`config.mk`:
```
export PLATFORM = sky130hd
export DESIGN_NAME = mem_port_arbiter
export DESIGN_NICKNAME = d
export VERILOG_FILES = /design/src/rtl/qtcore_mem_pkg.sv /design/src/rtl/arb_starve_counter.sv /design/src/rtl/mem_port_arbiter.sv
export SDC_FILE = /design/constraint.sdc
export NUM_CORES = 1
export LEC_CHECK = 0
export CORE_MARGIN = 1
export CORE_UTILIZATION = 42
export DETAILED_ROUTE_END_ITERATION = 10
export DONT_BUFFER_PORTS = 1
export PLACE_DENSITY_LB_ADDON = 0.08
export SYNTH_ARGS = -nofsm -noshare
export SYNTH_HDL_FRONTEND = slang
export SYNTH_SLANG_ARGS = --single-unit
```
`constraint.sdc`:
```
create_clock -name clk -period 1.77 [get_ports clk]
set_input_delay 0.354 -clock clk [delete_from_list [all_inputs] [get_ports clk]]
set_output_delay 0.354 -clock clk [all_outputs]
set_load 0.01 [all_outputs]
```
`src/rtl/qtcore_mem_pkg.sv`:
```
// Shared types for the processor memory port arbiter.
// Arbiter state encoding and memory owner codes.
package qtcore_mem_pkg;

  typedef enum logic [1:0] {
    IDLE   = 2'b00,
    ACCESS = 2'b01,
    RESP   = 2'b10
  } arb_state_t;

  localparam logic OWNER_CPU  = 1'b0;
  localparam logic OWNER_HOST = 1'b1;

endpackage

```
`src/rtl/arb_starve_counter.sv`:
```
// Counts consecutive CPU grants made while the host waits.
// Ports: clk, rst_n, inc, clr -> limit_hit (count == LIMIT).
module arb_starve_counter #(
  parameter int LIMIT = 4
) (
  input  logic clk,
  input  logic rst_n,
  input  logic inc,
  input  logic clr,
  output logic limit_hit
);

  localparam logic [3:0] LIM = 4'(LIMIT);

  logic [3:0] cnt;

  always_ff @(posedge clk or negedge rst_n) begin
    if (!rst_n) begin
      cnt <= '0;
    end else if (clr) begin
      cnt <= '0;
    end else if (inc && cnt != LIM) begin
      cnt <= cnt + 4'd1;
    end
  end

  assign limit_hit = (cnt == LIM);

endmodule

```
`src/rtl/mem_port_arbiter.sv`:
```
// Shares a single-port sync memory between CPU and host loader.
// Ports: cpu_*/host_* request ports, host_lock, mem_* macro side.
module mem_port_arbiter
  import qtcore_mem_pkg::*;
#(
  parameter int ADDR_W       = 5,
  parameter int DATA_W       = 8,
  parameter int STARVE_LIMIT = 4
) (
  input  logic              clk,
  input  logic              rst_n,
  input  logic              cpu_req,
  input  logic              cpu_we,
  input  logic [ADDR_W-1:0] cpu_addr,
  input  logic [DATA_W-1:0] cpu_wdata,
  output logic [DATA_W-1:0] cpu_rdata,
  output logic              cpu_ack,
  output logic              cpu_stall,
  input  logic              host_req,
  input  logic              host_we,
  input  logic [ADDR_W-1:0] host_addr,
  input  logic [DATA_W-1:0] host_wdata,
  output logic [DATA_W-1:0] host_rdata,
  output logic              host_ack,
  input  logic              host_lock,
  output logic              mem_en,
  output logic              mem_we,
  output logic [ADDR_W-1:0] mem_addr,
  output logic [DATA_W-1:0] mem_wdata,
  input  logic [DATA_W-1:0] mem_rdata
);

  arb_state_t state, nstate;

  logic              owner_q;
  logic              we_q;
  logic [DATA_W-1:0] cpu_rdata_q;
  logic [DATA_W-1:0] host_rdata_q;
  logic              limit_hit;
  logic              idle, resp;
  logic              host_win, cpu_win;
  logic              grant_cpu, grant_host;
  logic              st_inc, st_clr;

  assign idle = (state == IDLE);
  assign resp = (state == RESP);

  // Host wins under lock, when alone, or once the CPU
  // has used up its consecutive-grant allowance.
  assign host_win   = host_req &
                      (host_lock | ~cpu_req | limit_hit);
  assign cpu_win    = cpu_req & ~host_lock & ~host_win;
  assign grant_cpu  = idle & cpu_win;
  assign grant_host = idle & host_win;

  assign st_inc = grant_cpu & host_req;
  assign st_clr = idle & (grant_host | ~host_req);

  arb_starve_counter #(
    .LIMIT(STARVE_LIMIT)
  ) u_starve (
    .clk      (clk),
    .rst_n    (rst_n),
    .inc      (st_inc),
    .clr      (st_clr),
    .limit_hit(limit_hit)
  );

  always_ff @(posedge clk or negedge rst_n) begin
    if (!rst_n) state <= IDLE;
    else        state <= nstate;
  end

  always_comb begin
    nstate = state;
    unique case (state)
      IDLE: begin
        if (grant_cpu || grant_host) nstate = ACCESS;
      end
      ACCESS:  nstate = RESP;
      RESP:    nstate = IDLE;
      default: nstate = IDLE;
    endcase
  end

  always_ff @(posedge clk or negedge rst_n) begin
    if (!rst_n) begin
      owner_q   <= OWNER_CPU;
      we_q      <= 1'b0;
      mem_en    <= 1'b0;
      mem_we    <= 1'b0;
      mem_addr  <= '0;
      mem_wdata <= '0;
    end else if (grant_host) begin
      owner_q   <= OWNER_HOST;
      we_q      <= host_we;
      mem_en    <= 1'b1;
      mem_we    <= host_we;
      mem_addr  <= host_addr;
      mem_wdata <= host_wdata;
    end else if (grant_cpu) begin
      owner_q   <= OWNER_CPU;
      we_q      <= cpu_we;
      mem_en    <= 1'b1;
      mem_we    <= cpu_we;
      mem_addr  <= cpu_addr;
      mem_wdata <= cpu_wdata;
    end else if (state == ACCESS) begin
      mem_en    <= 1'b0;
      mem_we    <= 1'b0;
    end
  end

  // Memory data only arrives in RESP, so the ack cycle
  // forwards it and the register keeps it afterwards.
  always_ff @(posedge clk or negedge rst_n) begin
    if (!rst_n) begin
      cpu_rdata_q  <= '0;
      host_rdata_q <= '0;
    end else if (resp && !we_q) begin
      if (owner_q == OWNER_CPU) cpu_rdata_q  <= mem_rdata;
      else                      host_rdata_q <= mem_rdata;
    end
  end

  assign cpu_ack  = resp & (owner_q == OWNER_CPU);
  assign host_ack = resp & (owner_q == OWNER_HOST);

  assign cpu_rdata  = (cpu_ack & ~we_q) ? mem_rdata
                                        : cpu_rdata_q;
  assign host_rdata = (host_ack & ~we_q) ? mem_rdata
                                         : host_rdata_q;

  assign cpu_stall = host_lock | (cpu_req & ~cpu_ack);

endmodule
```
==> results by group <==
Status
  • Outcome: complete, but fails checks
  • Failing checks: setup timing

Clock network
  • CTS sink cnt: 39
  • CTS buffer count: 5
  • Clk slew on worst S/H paths: roughly 0.07 ns
  • Root buffer cell: clkbuf_8
  • Clk_lat worst skew: 0.28 ns
  • CTS tree: done
  • H-tree levels: 2
  • Clock tree buffer depth: 2

Pwr
  • Tot Pwr: around 4300 uW
  • Total power density per cell area: 1767 mW/mm^2
  • Static Leakage: 0.001096 uW
  • Worst vdd ir: 0.0006742 V

Die
  • DIE AREA: between 0.005 and 0.006 mm^2
  • Core Box Area: 0.004723 mm^2
  • Initial Util: 43.47%
  • Chip height: between 70 and 80 um
  • Die Wd: 71.92 um
  • # rows: 25
  • I/O pin count: 75

Global routing
  • Global-route wire length before repair: 6920 um
  • GRT met3 Usage: 4.861%
  • All-Layer GR Usage: 17.22%
  • Vias in the first global route: 1464
  • Largest net degree at the start of global routing: 40
  • GRT Max-Usage Layer: met2
  • Met2 global-route usage: 27.04%
  • Initial antenna violation count: 0
  • Total congestion overflow: 0
  • Met1 GRT Util: 22.85%

Synthesis
  • Cells after Synth: 179
  • Syn_area_per_cell: between 10 and 15 um^2
  • Synth top area share: 47.53%
  • Synth cell count leaders: dfrtp_1 (39), a21oi_1 (24), mux2_4 (20)
  • Post-synth EDFFs: 0
  • Syn_nets: around 220
  • Synth area leader: dfrtp_1
  • Top-count cell post-synth: dfrtp_1
  • Post-Synth Adder-Cell Area: between 1 and 1.5%
  • Number of synthesis warnings: 0
  • Main combinational cell family by area after synthesis: multiplexers
  • Async SR Flop Fraction: 100.0%
  • Multiplexer share of the synthesized area: 21.21%
  • Mapped cell area: roughly 0.0021 mm^2
  • Post-Synth Simple-Gate Area: around an eighth
  • Register area share after synthesis: 47.53%
  • Yosys cell types: 34
  • Synth area leaders: dfrtp_1 (48%), mux2_4 (15%), mux2_2 (6.6%)
  • Synth Area in XOR/XNOR: 0%
  • Post-synth top flop: dfrtp_1
  • Synth Area in Compound Gates: approximately an eighth
  • Synthesis-stage register bit count: 39

Critical path
  • Crit path DAT: between 1.5 and 2 ns
  • Crit end category: primary output
  • CP max FO: 4
  • Worst setup path class: flop to primary output
  • Worst reg2reg path depth: 7
  • CP startpoint kind: flop
  • Crit path required time: roughly 1.4 ns

Detailed routing
  • Vias per std cell: 5.210
  • Number of DRC markers after the initial detailed-route iteration: 30
  • Residual DRC count: 0
  • Pre-antenna DRT Iters: 5
  • Vias: 1412
  • Antenna-violating nets left: 0
  • Final wirelength: 4102 um
  • WL/cell: 15.14 um

STA
  • Crit path time final: 2.035 ns
  • Final worst-path cycle share: 115.0%
  • Slew Limit Headroom: around 78%
  • Clock Skew: 0.003040 ns
  • Setup_tns: -4.129 ns
  • Max-slew violations: 0
  • PnR worst setup slack: -0.2654 ns
  • Worst-Margin Slew: roughly 0.32 ns
  • Hold Vio Cnt, Final: 0
  • RSZ-0062 raised after global routing: yes
  • Maximum operating frequency: slightly below 0.5 GHz
  • Final setup vio count: 17

Min path
  • Hold Path Class: input port to flop
  • Hold Crit Depth: 2

Cells and area
  • Share of layout cells above drive strength 1: 39.71%
  • Final core utilization: 51.52%
  • Antenna cells: 0
  • Nets@finish: about 250
  • P&R area growth vs syn: 18.53%
  • Final instance area: 0.002434 mm^2

Placed design
  • Place WS: -0.04181 ns
  • DP Area: 0.002133 mm^2
  • Gpl congestion: 0.7425
  • Port Buffers: 0
  • Detailed-placement wirelength estimate: 2831 um

Job
  • Number of max-cap violations: 0
-- stage by stage --
step	hold WS [ns]	cells
finish	0.1905	271
global route	0.1835	271
CTS	0.1782	267
detailed placement	0.05925	246
global placement	0.05942	246
floorplan	0.05841	179
-- cells by family (layout without fill, tap and decap cells) --
logic type | count (synthesis) | after routing
compound gates | 43 | 43
fa+ha+maj | 2 | 2
buf+inv | 15 | 40
flops | 39 | 39
mux | 32 | 32
simple gates | 48 | 48
-- placed cells by master, fill, tap and decap left out, types with 2 or more instances in the layout --
cell	count
nand2b_1	2
inv_1	4
buf_6	7
nand3_1	2
buf_12	2
buf_4	16
nor3_1	2
a21oi_2	4
a21oi_1	24
dfrtp_1	39
nor2_1	14
mux2_2	12
mux2_4	20
clkbuf_8	6
o21ai_0	8
ha_1	2
nand2_1	18
-- path summary, 6_finish.rpt --
path / startpoint / to / slack (ns)
max: owner_q / cpu_rdata[0] / -0.27
min: cpu_addr[3] / mem_addr[3] / 0.19
max reg2reg: owner_q / host_rdata_q[7] / 0.03
min reg2reg: host_rdata_q[4] / host_rdata_q[4] / 0.51
max in group asynchronous: rst_n / mem_we / 1.03
min in group asynchronous: rst_n / u_starve.cnt[1] / 0.53
-- power breakdown --
group	internal (uW)	total, uW	switching, uW
clock network	456	757	301
registers	1300	1650	354
logic	1030	1890	857
total	2790	4300	1510
-- repair_timing --
action / CTS / global route
pin swaps: 3 / 3
hold buffers: 2 / 0
endpoints found under the hold margin: 39 / 0
buffers inserted: 11 / 4
gates resized for setup: 7 / 6
setup endpoints to repair: 17 / 34
-- metal layers --
layer	routed length [um]	part of all wire (%)	vias to the layer above
li1	-	-	667
met1	1780	43	663
met2	1902	46	72
met3	357	8.7	10
met4	62	1.5	0
met5	0	0	-
-- cell type report --
| cell class | instances | area, um^2 |
|---|---|---|
| fill | 424 | 2290 |
| multi-input combinational | 125 | 982.2 |
| sequential | 39 | 975.9 |
| timing repair buffer | 26 | 249.0 |
| tap | 67 | 83.83 |
| clock buffer | 6 | 82.58 |
| clock inverter | 2 | 35.03 |
| inverter | 6 | 25.02 |
-- flip-flops by register name, indices dropped and copies added (netlist names), 2 cells and up --
signal / count
mem_wdata: 8
u_starve.cnt: 4
mem_addr: 5
host_rdata_q: 8
cpu_rdata_q: 8
state: 2
-- critical path: stages, from the launching register on --
cell,delay [ns]
dfrtp_1,0.38
or3b_4,0.43
nor2_8,0.12
buf_6,0.14
mux2_4,0.32
Power figures use the tool's default switching activity.
